## config.mk

```make
export PLATFORM = sky130hd
export DESIGN_NAME = expr_char_class
export DESIGN_NICKNAME = d
export VERILOG_FILES = /design/src/rtl/expr_pkg.sv /design/src/rtl/expr_char_class.sv
export SDC_FILE = /design/constraint.sdc
export NUM_CORES = 1
export LEC_CHECK = 0
export BUFFER_PORTS_ARGS = -buffer_cell sky130_fd_sc_hd__buf_4
export CAP_MARGIN = 20
export CORE_AREA = 4 4 41 43
export DETAILED_ROUTE_END_ITERATION = 7
export DIE_AREA = 0 0 45 47
export PLACE_DENSITY = 0.37
export SKIP_LAST_GASP = 1
export SYNTH_ARGS = -nofsm -noshare
export SYNTH_HDL_FRONTEND = slang
export SYNTH_SLANG_ARGS = --single-unit
```

## constraint.sdc

```tcl
create_clock -name vclk -period 0.8
set_input_delay 0.08 -clock vclk [all_inputs]
set_output_delay 0.08 -clock vclk [all_outputs]
set_load 0.005 [all_outputs]
```

## src/rtl/expr_pkg.sv

```systemverilog
// Shared types and character constants for the expression parser blocks.
package expr_pkg;

    // Parser FSM states.
    typedef enum logic [2:0] {
        ST_START = 3'd0,
        ST_LPAR  = 3'd1,
        ST_NUM   = 3'd2,
        ST_OPR   = 3'd3,
        ST_RPAR  = 3'd4,
        ST_ERR   = 3'd5
    } state_t;

    // Character classes produced by expr_char_class.
    typedef enum logic [2:0] {
        CC_DIGIT = 3'd0,
        CC_OP    = 3'd1,
        CC_LP    = 3'd2,
        CC_RP    = 3'd3,
        CC_SP    = 3'd4,
        CC_OTHER = 3'd5
    } char_class_t;

    localparam logic [7:0] ASCII_LP    = 8'h28; // '('
    localparam logic [7:0] ASCII_RP    = 8'h29; // ')'
    localparam logic [7:0] ASCII_PLUS  = 8'h2B; // '+'
    localparam logic [7:0] ASCII_STAR  = 8'h2A; // '*'
    localparam logic [7:0] ASCII_MINUS = 8'h2D; // '-'
    localparam logic [7:0] ASCII_0     = 8'h30; // '0'
    localparam logic [7:0] ASCII_9     = 8'h39; // '9'
    localparam logic [7:0] ASCII_SP    = 8'h20; // ' '

endpackage

```

## src/rtl/expr_char_class.sv

```systemverilog
// Combinational ASCII character classifier for the expression parsers.
module expr_char_class
    import expr_pkg::*;
(
    input  logic [7:0]  char_i,
    input  logic        allow_minus_i,
    output char_class_t cls_o
);

    // Map one character to its class; '-' is an operator only when enabled.
    always_comb begin
        cls_o = CC_OTHER;
        if (char_i >= ASCII_0 && char_i <= ASCII_9) begin
            cls_o = CC_DIGIT;
        end else if (char_i == ASCII_PLUS || char_i == ASCII_STAR ||
                     (allow_minus_i && char_i == ASCII_MINUS)) begin
            cls_o = CC_OP;
        end else if (char_i == ASCII_LP) begin
            cls_o = CC_LP;
        end else if (char_i == ASCII_RP) begin
            cls_o = CC_RP;
        end else if (char_i == ASCII_SP) begin
            cls_o = CC_SP;
        end
    end

endmodule

```

==> results of run 1 <==
-- layout by cell type (no fill, tap or decap), drive strengths merged --
master / synthesis / final
nand2: 1 / 1
nand2b: 2 / 2
a21oi: 1 / 1
and4b: 1 / 1
o221ai: 1 / 1
o21ai: 1 / 1
buf: 0 / 13
nor3b: 1 / 1
nor2: 1 / 1
inv: 1 / 1
a22o: 1 / 1
-- cell families after synthesis --
kind of cell	count (synthesis)	synth area share (%)
buf+inv	1	5.00
compound gates	4	36.7
simple gates	6	58.3
-- worst max-delay path by stage --
stage | start | endpoint | slack, ps | cells after the start
5_1_grt | char_i[6] | cls_o[1] | -40 | 4
6_report | char_i[6] | cls_o[1] | -9 | 4
3_3_place_gp | char_i[7] | cls_o[1] | -40 | 4
2_1_floorplan | char_i[7] | cls_o[1] | 210 | 2
3_5_place_dp | char_i[4] | cls_o[2] | -40 | 5
4_1_cts | char_i[4] | cls_o[2] | -20 | 5
-- power by group through the flow --
stage	sequential (mW)	clock, mW	combinational, mW
floorplan	0	0	0.0195
global placement	0	0	0.0681
detailed placement	0	0	0.0691
CTS	0	0	0.0904
global route	0	0	0.100
finish	0	0	0.0928
-- critical path, cell delays in order --
cell	delay, ps
buf_6	100
nor3b_4	210
and4b_2	260
buf_6	90
-- timing repair --
item	in CTS	in global routing
gates cloned	0	0
setup endpoints to repair	2	3
pin swaps	4	1
resized for setup	8	2
-- per-layer routing --
metal	track usage [%]	vias up	share of wire [%]	wire length, um
met2	5.08	11	31	106
li1	-	70	-	-
met5	0	-	0	0
met4	0	0	0	0
met3	1.92	0	25	85
met1	4.94	54	43	146
-- stage by stage --
stage | worst slack [ps] | utilization [%] | hold WS, ps | power, mW
2_1_floorplan | 208 | - | 246 | 0.0195
3_3_place_gp | -40.2 | 14.7 | 433 | 0.0681
3_5_place_dp | -44.2 | 14.7 | 437 | 0.0691
4_1_cts | -17.7 | 17.8 | 423 | 0.0904
5_1_grt | -40.6 | 18.4 | 462 | 0.100
6_report | -9.31 | 18.4 | 426 | 0.0928
-- final cells by class --
type	count	area, um2	area share (%)
Multi-Input combinational cell	10	96.3	40.3
Inverter	1	3.75	1.57
Timing Repair Buffer	13	120	50.3
Tap cell	15	18.8	7.85
==> out/metrics.cfg, run 1 <==
[power]
p_per_area_nw_per_um2=388
switchingPower_uw=30.0
combinationalPowerShare_pct=100.0
seqPwrFrac_pct=0
ir_drop_mv=0.0980
leakage_nw=0.113
p_clk_share_pct=0
p_sw_share_pct=32.4
internal_power_uw=62.7

[worst_setup_path]
critical_path_arrival_ps=730
endpoint_kind=primary output
worstPathMaxFanout=3
criticalPathCategory=primary input to primary output
required_ps=720
startpoint_type=primary input

[synthesis]
synth_top_area_share_pct=16.7
ys_seq_area_share_pct=0
ys_warn_count=0
synth_area_um2=75.1
yosysTopAreaCell=nand2b_1
syn_inst=11
synth_area_leaders=nand2b_1 17%, nor3b_2 17%, and4b_2 15%
ys_types=10
syn_area_per_cell_um2=6.82
syn-num-nets=20
yosysMostFrequentCell=nand2b_1

[grt]
grt_max_degree=5
gr-total-overflow=0
first_global_vias=147
grt_first_pass_wirelength_um=593
track_usage_pct=3.54
antenna_found_initial=0

[run_status]
status=finished with violations
violations=negative setup slack

[layout]
seq_cell_count=0
nets=35
drive_gt1_share_pct=75.0
n_clock_buffer=0
syn2layout_area_growth_pct=218
fillCellCount=149
register_area_um2=0
stdcell_count=39
final_area_um2=239
n_antenna_cell=0

[floorplanning]
die_area_um2=2120
die_w_um=45
fp-row-count=13
pin_count=12
core_area_um2=1300
fp.dieH_um=47
initial_core_util_pct=5.77

[sta]
timing.setup.tns_ps=-18.5
min_period_ps=809
report.final.slew_viol_count=0
relSlewSlack_pct=85.4
timing.final.ws_setup_ps=-9.31
worst_pin_slew_ps=220
hold_viol_final=0
fmax_mhz=1240
setup_viol=2
finalCritPeriodShare_pct=101
rsz0062_at_grt=true

[place]
dp.cells=39
gp_congestion=0.662
placed_area_um2=191
portBuffers=12

[detailed_routing]
routedWlPerCell_um=8.67
drt_wl_total_um=338
ant_nets=0
drc=0
first_pass_iters=4
via_count=135
vias_per_cell=3.46
dr.first_iter.drc_count=3

[hold_path]
whs_path_depth=4
worstHoldEndpoint=cls_o[0]
min_from=char_i[6]
min-delay-path-class=primary input to primary output

[flow_run]
cap_violations=0

[clocking]
cts_hold_buf=0
postCtsSetupBuffers=0

No activity file was read; power rests on OpenSTA's default activity.
==> run 2, diff against run 1 <==
Settings changed: PLACE_DENSITY 0.37 to 0.3.
==> run 2 against run 1 <==
Largest cell class unchanged; global-route usage unchanged; routed wire length grew 4.4%; non-clock buffer count stayed put; die area is the same; power shrank 1.5%; critical path type unchanged; setup slack about the same; combinational power decreased by 2%; critical endpoint unchanged; fmax hardly changed; first-iteration DRC count decreased by 67%; the run still ends with negative setup slack left; critical path depth unchanged.
==> out/metrics.cfg, run 2 (synthesis gave the netlist of run 1 again) <==
[flow_run]
cap_violations=0  ; unchanged

[grt]
first_global_vias=145  ; -1.4%
grt_max_degree=5  ; unchanged
antenna_found_initial=0  ; unchanged
grt_first_pass_wirelength_um=607  ; +2.4%
track_usage_pct=3.54  ; unchanged
gr-total-overflow=0  ; unchanged

[worst_setup_path]
criticalPathCategory=primary input to primary output
cp_common_cell=buf_6
required_ps=720  ; about the same
worstPathMaxFanout=3  ; unchanged
startpoint_type=primary input
cp_top_family=simple AND/OR/NAND/NOR gates
cp_cell_sequence=buf_6, nor3b_4, and4b_2, buf_6
slowest_stage=and4b_2
path_buf_inv=2  ; unchanged
endpoint_kind=primary output
cp_slowest_stage_delay_ps=250  ; about the same
critical_path_arrival_ps=730  ; about the same

[power]
leakage_nw=0.110  ; -2.7%
combinationalPowerShare_pct=100.0  ; about the same
p_clk_share_pct=0  ; unchanged
p_per_area_nw_per_um2=391  ; +0.63%
seqPwrFrac_pct=0  ; unchanged
internal_power_uw=61.8  ; -1.5%
ir_drop_mv=0.107  ; +9.4%
switchingPower_uw=29.6  ; -1.4%
p_sw_share_pct=32.4  ; about the same

[sta]
timing.final.ws_setup_ps=-9.63  ; -0.322 ps
timing.setup.tns_ps=-9.63  ; +8.89 ps
worst_pin_slew_ps=201  ; -19.0 ps
hold_viol_final=0  ; unchanged
rsz0062_at_grt=true
report.final.slew_viol_count=0  ; unchanged
min_period_ps=810  ; +0.322 ps
finalCritPeriodShare_pct=101  ; about the same
setup_viol=1  ; -1
fmax_mhz=1240  ; about the same
relSlewSlack_pct=86.6  ; +1.3 points

[detailed_routing]
routedWlPerCell_um=9.05  ; +4.4%
dr.first_iter.drc_count=1  ; -2
drt_wl_total_um=353  ; +4.4%
vias_per_cell=3.44  ; -0.74%
first_pass_iters=2  ; -2
via_count=134  ; -0.74%
drc=0  ; unchanged
ant_nets=0  ; unchanged

[floorplanning]
fp.dieH_um=47  ; unchanged
fp-row-count=13  ; unchanged
core_area_um2=1300  ; unchanged
die_area_um2=2120  ; unchanged
die_w_um=45  ; unchanged
initial_core_util_pct=5.77  ; unchanged
pin_count=12  ; unchanged

[clocking]
cts_hold_buf=0  ; unchanged
postCtsSetupBuffers=0  ; unchanged

[layout]
nets=35  ; unchanged
post-route-util_pct=18.0  ; -0.38 points
final_common_cell=buf_4
n_clock_buffer=0  ; unchanged
drive_gt1_share_pct=75.0  ; unchanged
seq_cell_count=0  ; unchanged
register_area_um2=0  ; unchanged
fillCellCount=157  ; +5.4%
mostFrequentLayoutCells=8 x buf_4, 5 x buf_6, 2 x nand2b_4
multi_input_area_um2=95.1  ; -1.3%
n_antenna_cell=0  ; unchanged
syn2layout_area_growth_pct=212

[hold_path]
min_from=char_i[7]
worstHoldEndpoint=cls_o[0]
min-delay-path-class=primary input to primary output
whs_path_depth=4  ; unchanged

[run_status]
status=finished with violations
violations=negative setup slack

[place]
place_ws_ps=-54.1  ; -9.90 ps
gp_congestion=0.640  ; -3.3%
portBuffers=12  ; unchanged

==> run 2: layout make-up <==
class	instances	area share [%]
repair buffers	13	49.7
inverters	1	1.60
well taps	15	8.02
multi-input cells	10	40.6
==> run 2: power groups by stage <==
| stage | Combinational (mW) | Sequential (mW) | Clock, mW |
|---|---|---|---|
| 6_report | 0.0914 | 0 | 0 |
| 5_1_grt | 0.0988 | 0 | 0 |
| 4_1_cts | 0.0909 | 0 | 0 |
| 3_5_place_dp | 0.0704 | 0 | 0 |
| 3_3_place_gp | 0.0709 | 0 | 0 |
| 2_1_floorplan | 0.0195 | 0 | 0 |
==> run 2: repair_timing <==
item / CTS / global route
pin swaps: 4 / 3
setup endpoints to repair: 2 / 3
resized for setup: 8 / 1
==> run 2: worst max path at each step <==
stage	start	cells past startpoint	endpoint
2_1_floorplan	char_i[7]	2	cls_o[1]
3_3_place_gp	char_i[4]	5	cls_o[2]
3_5_place_dp	char_i[7]	4	cls_o[1]
4_1_cts	char_i[6]	4	cls_o[1]
5_1_grt	char_i[7]	4	cls_o[1]
6_report	char_i[7]	4	cls_o[1]
==> run 2: metrics by stage <==
step	std cells	hold slack, ps	cell area, um2	power (mW)
3_5_place_dp	39	444	191	0.0704
3_3_place_gp	39	446	191	0.0709
2_1_floorplan	11	246	75.1	0.0195
5_1_grt	39	446	234	0.0988
4_1_cts	39	431	231	0.0909
6_report	39	425	234	0.0914
==> run 2: metal layers <==
metal | GRT usage, % | up-vias | wire, um
met2 | 4.80 | 12 | 96
met1 | 5.39 | 54 | 179
met5 | 0 | - | 0
li1 | - | 68 | -
met3 | 1.53 | 0 | 78
met4 | 0 | 0 | 0
==> run 3, diff against run 2 <==
Settings changed: BUFFER_PORTS_ARGS -buffer_cell sky130_fd_sc_hd__buf_4 to default, CELL_PAD_IN_SITES_DETAIL_PLACEMENT from default to 0, CELL_PAD_IN_SITES_GLOBAL_PLACEMENT from default to 1, DONT_BUFFER_PORTS from default to 1, GPL_TIMING_DRIVEN from default to 0.
==> run 3 against run 2 <==
The flow now finishes without violations; highest routed layer unchanged; sequential share of layout area did not move; hold slack got worse by 150 ps; cell count down 33%; largest power group unchanged; flip-flop and latch count is the same; non-clock buffer count shrank 13; power shrank 76%; first-iteration DRC count fell by 100%.
==> out/metrics.cfg, run 3 (synthesis gave the netlist of run 1 again) <==
[layout]
multi_input_area_um2=71.3  ; -25%
post-route-util_pct=7.21  ; -11 points
syn2layout_area_growth_pct=25.0
stdcell_count=26  ; -33%
n_clock_buffer=0  ; unchanged
nets=22  ; -37%
register_area_um2=0  ; unchanged
fillCellCount=161  ; +2.5%
drive_gt1_share_pct=18.2  ; -57 points
seq_cell_count=0  ; unchanged
final_common_cell=nand2b_1
n_antenna_cell=0  ; unchanged

[grt]
grt_first_pass_wirelength_um=483  ; -20%
gr-total-overflow=0  ; unchanged
track_usage_pct=3.23  ; -0.31 points
first_global_vias=104  ; -28%
antenna_found_initial=0  ; unchanged
grt_max_degree=6  ; +1

[floorplanning]
fp.dieH_um=47  ; unchanged
pin_count=12  ; unchanged
fp-row-count=13  ; unchanged
initial_core_util_pct=5.77  ; unchanged
die_area_um2=2120  ; unchanged
core_area_um2=1300  ; unchanged
die_w_um=45  ; unchanged

[hold_path]
min-delay-path-class=primary input to primary output

[detailed_routing]
first_pass_iters=1  ; -1
vias_per_cell=3.46  ; +0.75%
via_count=90  ; -33%
ant_nets=0  ; unchanged
drt_wl_total_um=299  ; -15%
routedWlPerCell_um=11.5  ; +27%
drc=0  ; unchanged
dr.first_iter.drc_count=0  ; -1

[place]
dp.cells=26  ; -33%
gp_congestion=0.602  ; -6.0%
portBuffers=0  ; -12

[sta]
min_period_ps=663  ; -146 ps
rsz0062_at_grt=false
hold_viol_final=0  ; unchanged
setup_viol=0  ; -1
worst_pin_slew_ps=208  ; +7.49 ps
fmax_mhz=1510  ; +22%
finalCritPeriodShare_pct=82.9  ; -18 points
relSlewSlack_pct=86.1  ; -0.56 points
timing.setup.tns_ps=0  ; +9.63 ps
report.final.slew_viol_count=0  ; unchanged
holdWs_ps=273  ; -152 ps

[power]
internal_power_uw=12.6  ; -80%
switchingPower_uw=9.47  ; -68%
ir_drop_mv=0.0545  ; -49%
p_per_area_nw_per_um2=235  ; -40%
leakage_nw=0.0278  ; -75%
combinationalPowerShare_pct=100.0  ; about the same
p_clk_share_pct=0  ; unchanged
p_sw_share_pct=42.9  ; +11 points
seqPwrFrac_pct=0  ; unchanged

[worst_setup_path]
endpoint_kind=primary output
slowest_stage=and4b_2
criticalPathCategory=primary input to primary output
required_ps=720  ; about the same
critical_path_arrival_ps=580  ; -150 ps
path_buf_inv=0  ; -2
cp_top_family=simple AND/OR/NAND/NOR gates
worstPathMaxFanout=3  ; unchanged
startpoint_type=primary input
cp_cell_sequence=nor3b_2, and4b_2
cp_slowest_stage_delay_ps=280  ; +30 ps

[run_status]
status=complete, no violations

[clocking]
cts.repair.resized=0  ; -8
cts_hold_buf=0  ; unchanged
postCtsSetupBuffers=0  ; unchanged

[flow_run]
cap_violations=0  ; unchanged

run 3: final timing paths:
check | start | to | slack (ps) | depth (start not counted)
max | char_i[7] | cls_o[1] | 140 | 2
min | char_i[7] | cls_o[2] | 270 | 2
run 3: power groups by stage:
| stage | combinational [mW] | clock [mW] | sequential [mW] |
|---|---|---|---|
| 5_1_grt | 0.0264 | 0 | 0 |
| 6_report | 0.0221 | 0 | 0 |
| 4_1_cts | 0.0222 | 0 | 0 |
| 3_5_place_dp | 0.0222 | 0 | 0 |
| 3_3_place_gp | 0.0213 | 0 | 0 |
| 2_1_floorplan | 0.0195 | 0 | 0 |
run 3: layer usage:
metal | vias to the layer above | wire (um) | GRT usage (%)
li1 | 42 | - | -
met1 | 36 | 152 | 4.49
met2 | 12 | 58 | 3.67
met3 | 0 | 89 | 3.07
met4 | 0 | 0 | 0
met5 | - | 0 | 0
run 3: per-stage QoR:
stage | area (um2) | worst slack [ps] | total power [mW]
2_1_floorplan | 75.1 | 208 | 0.0195
4_1_cts | 93.8 | 131 | 0.0222
6_report | 93.8 | 137 | 0.0221
3_3_place_gp | 93.8 | 152 | 0.0213
5_1_grt | 93.8 | 85.4 | 0.0264
3_5_place_dp | 93.8 | 131 | 0.0222
run 3: layout make-up:
| class | count | share of cell area [%] |
|---|---|---|
| well taps | 15 | 20.0 |
| inverters | 1 | 4.00 |
| multi-input cells | 10 | 76.0 |
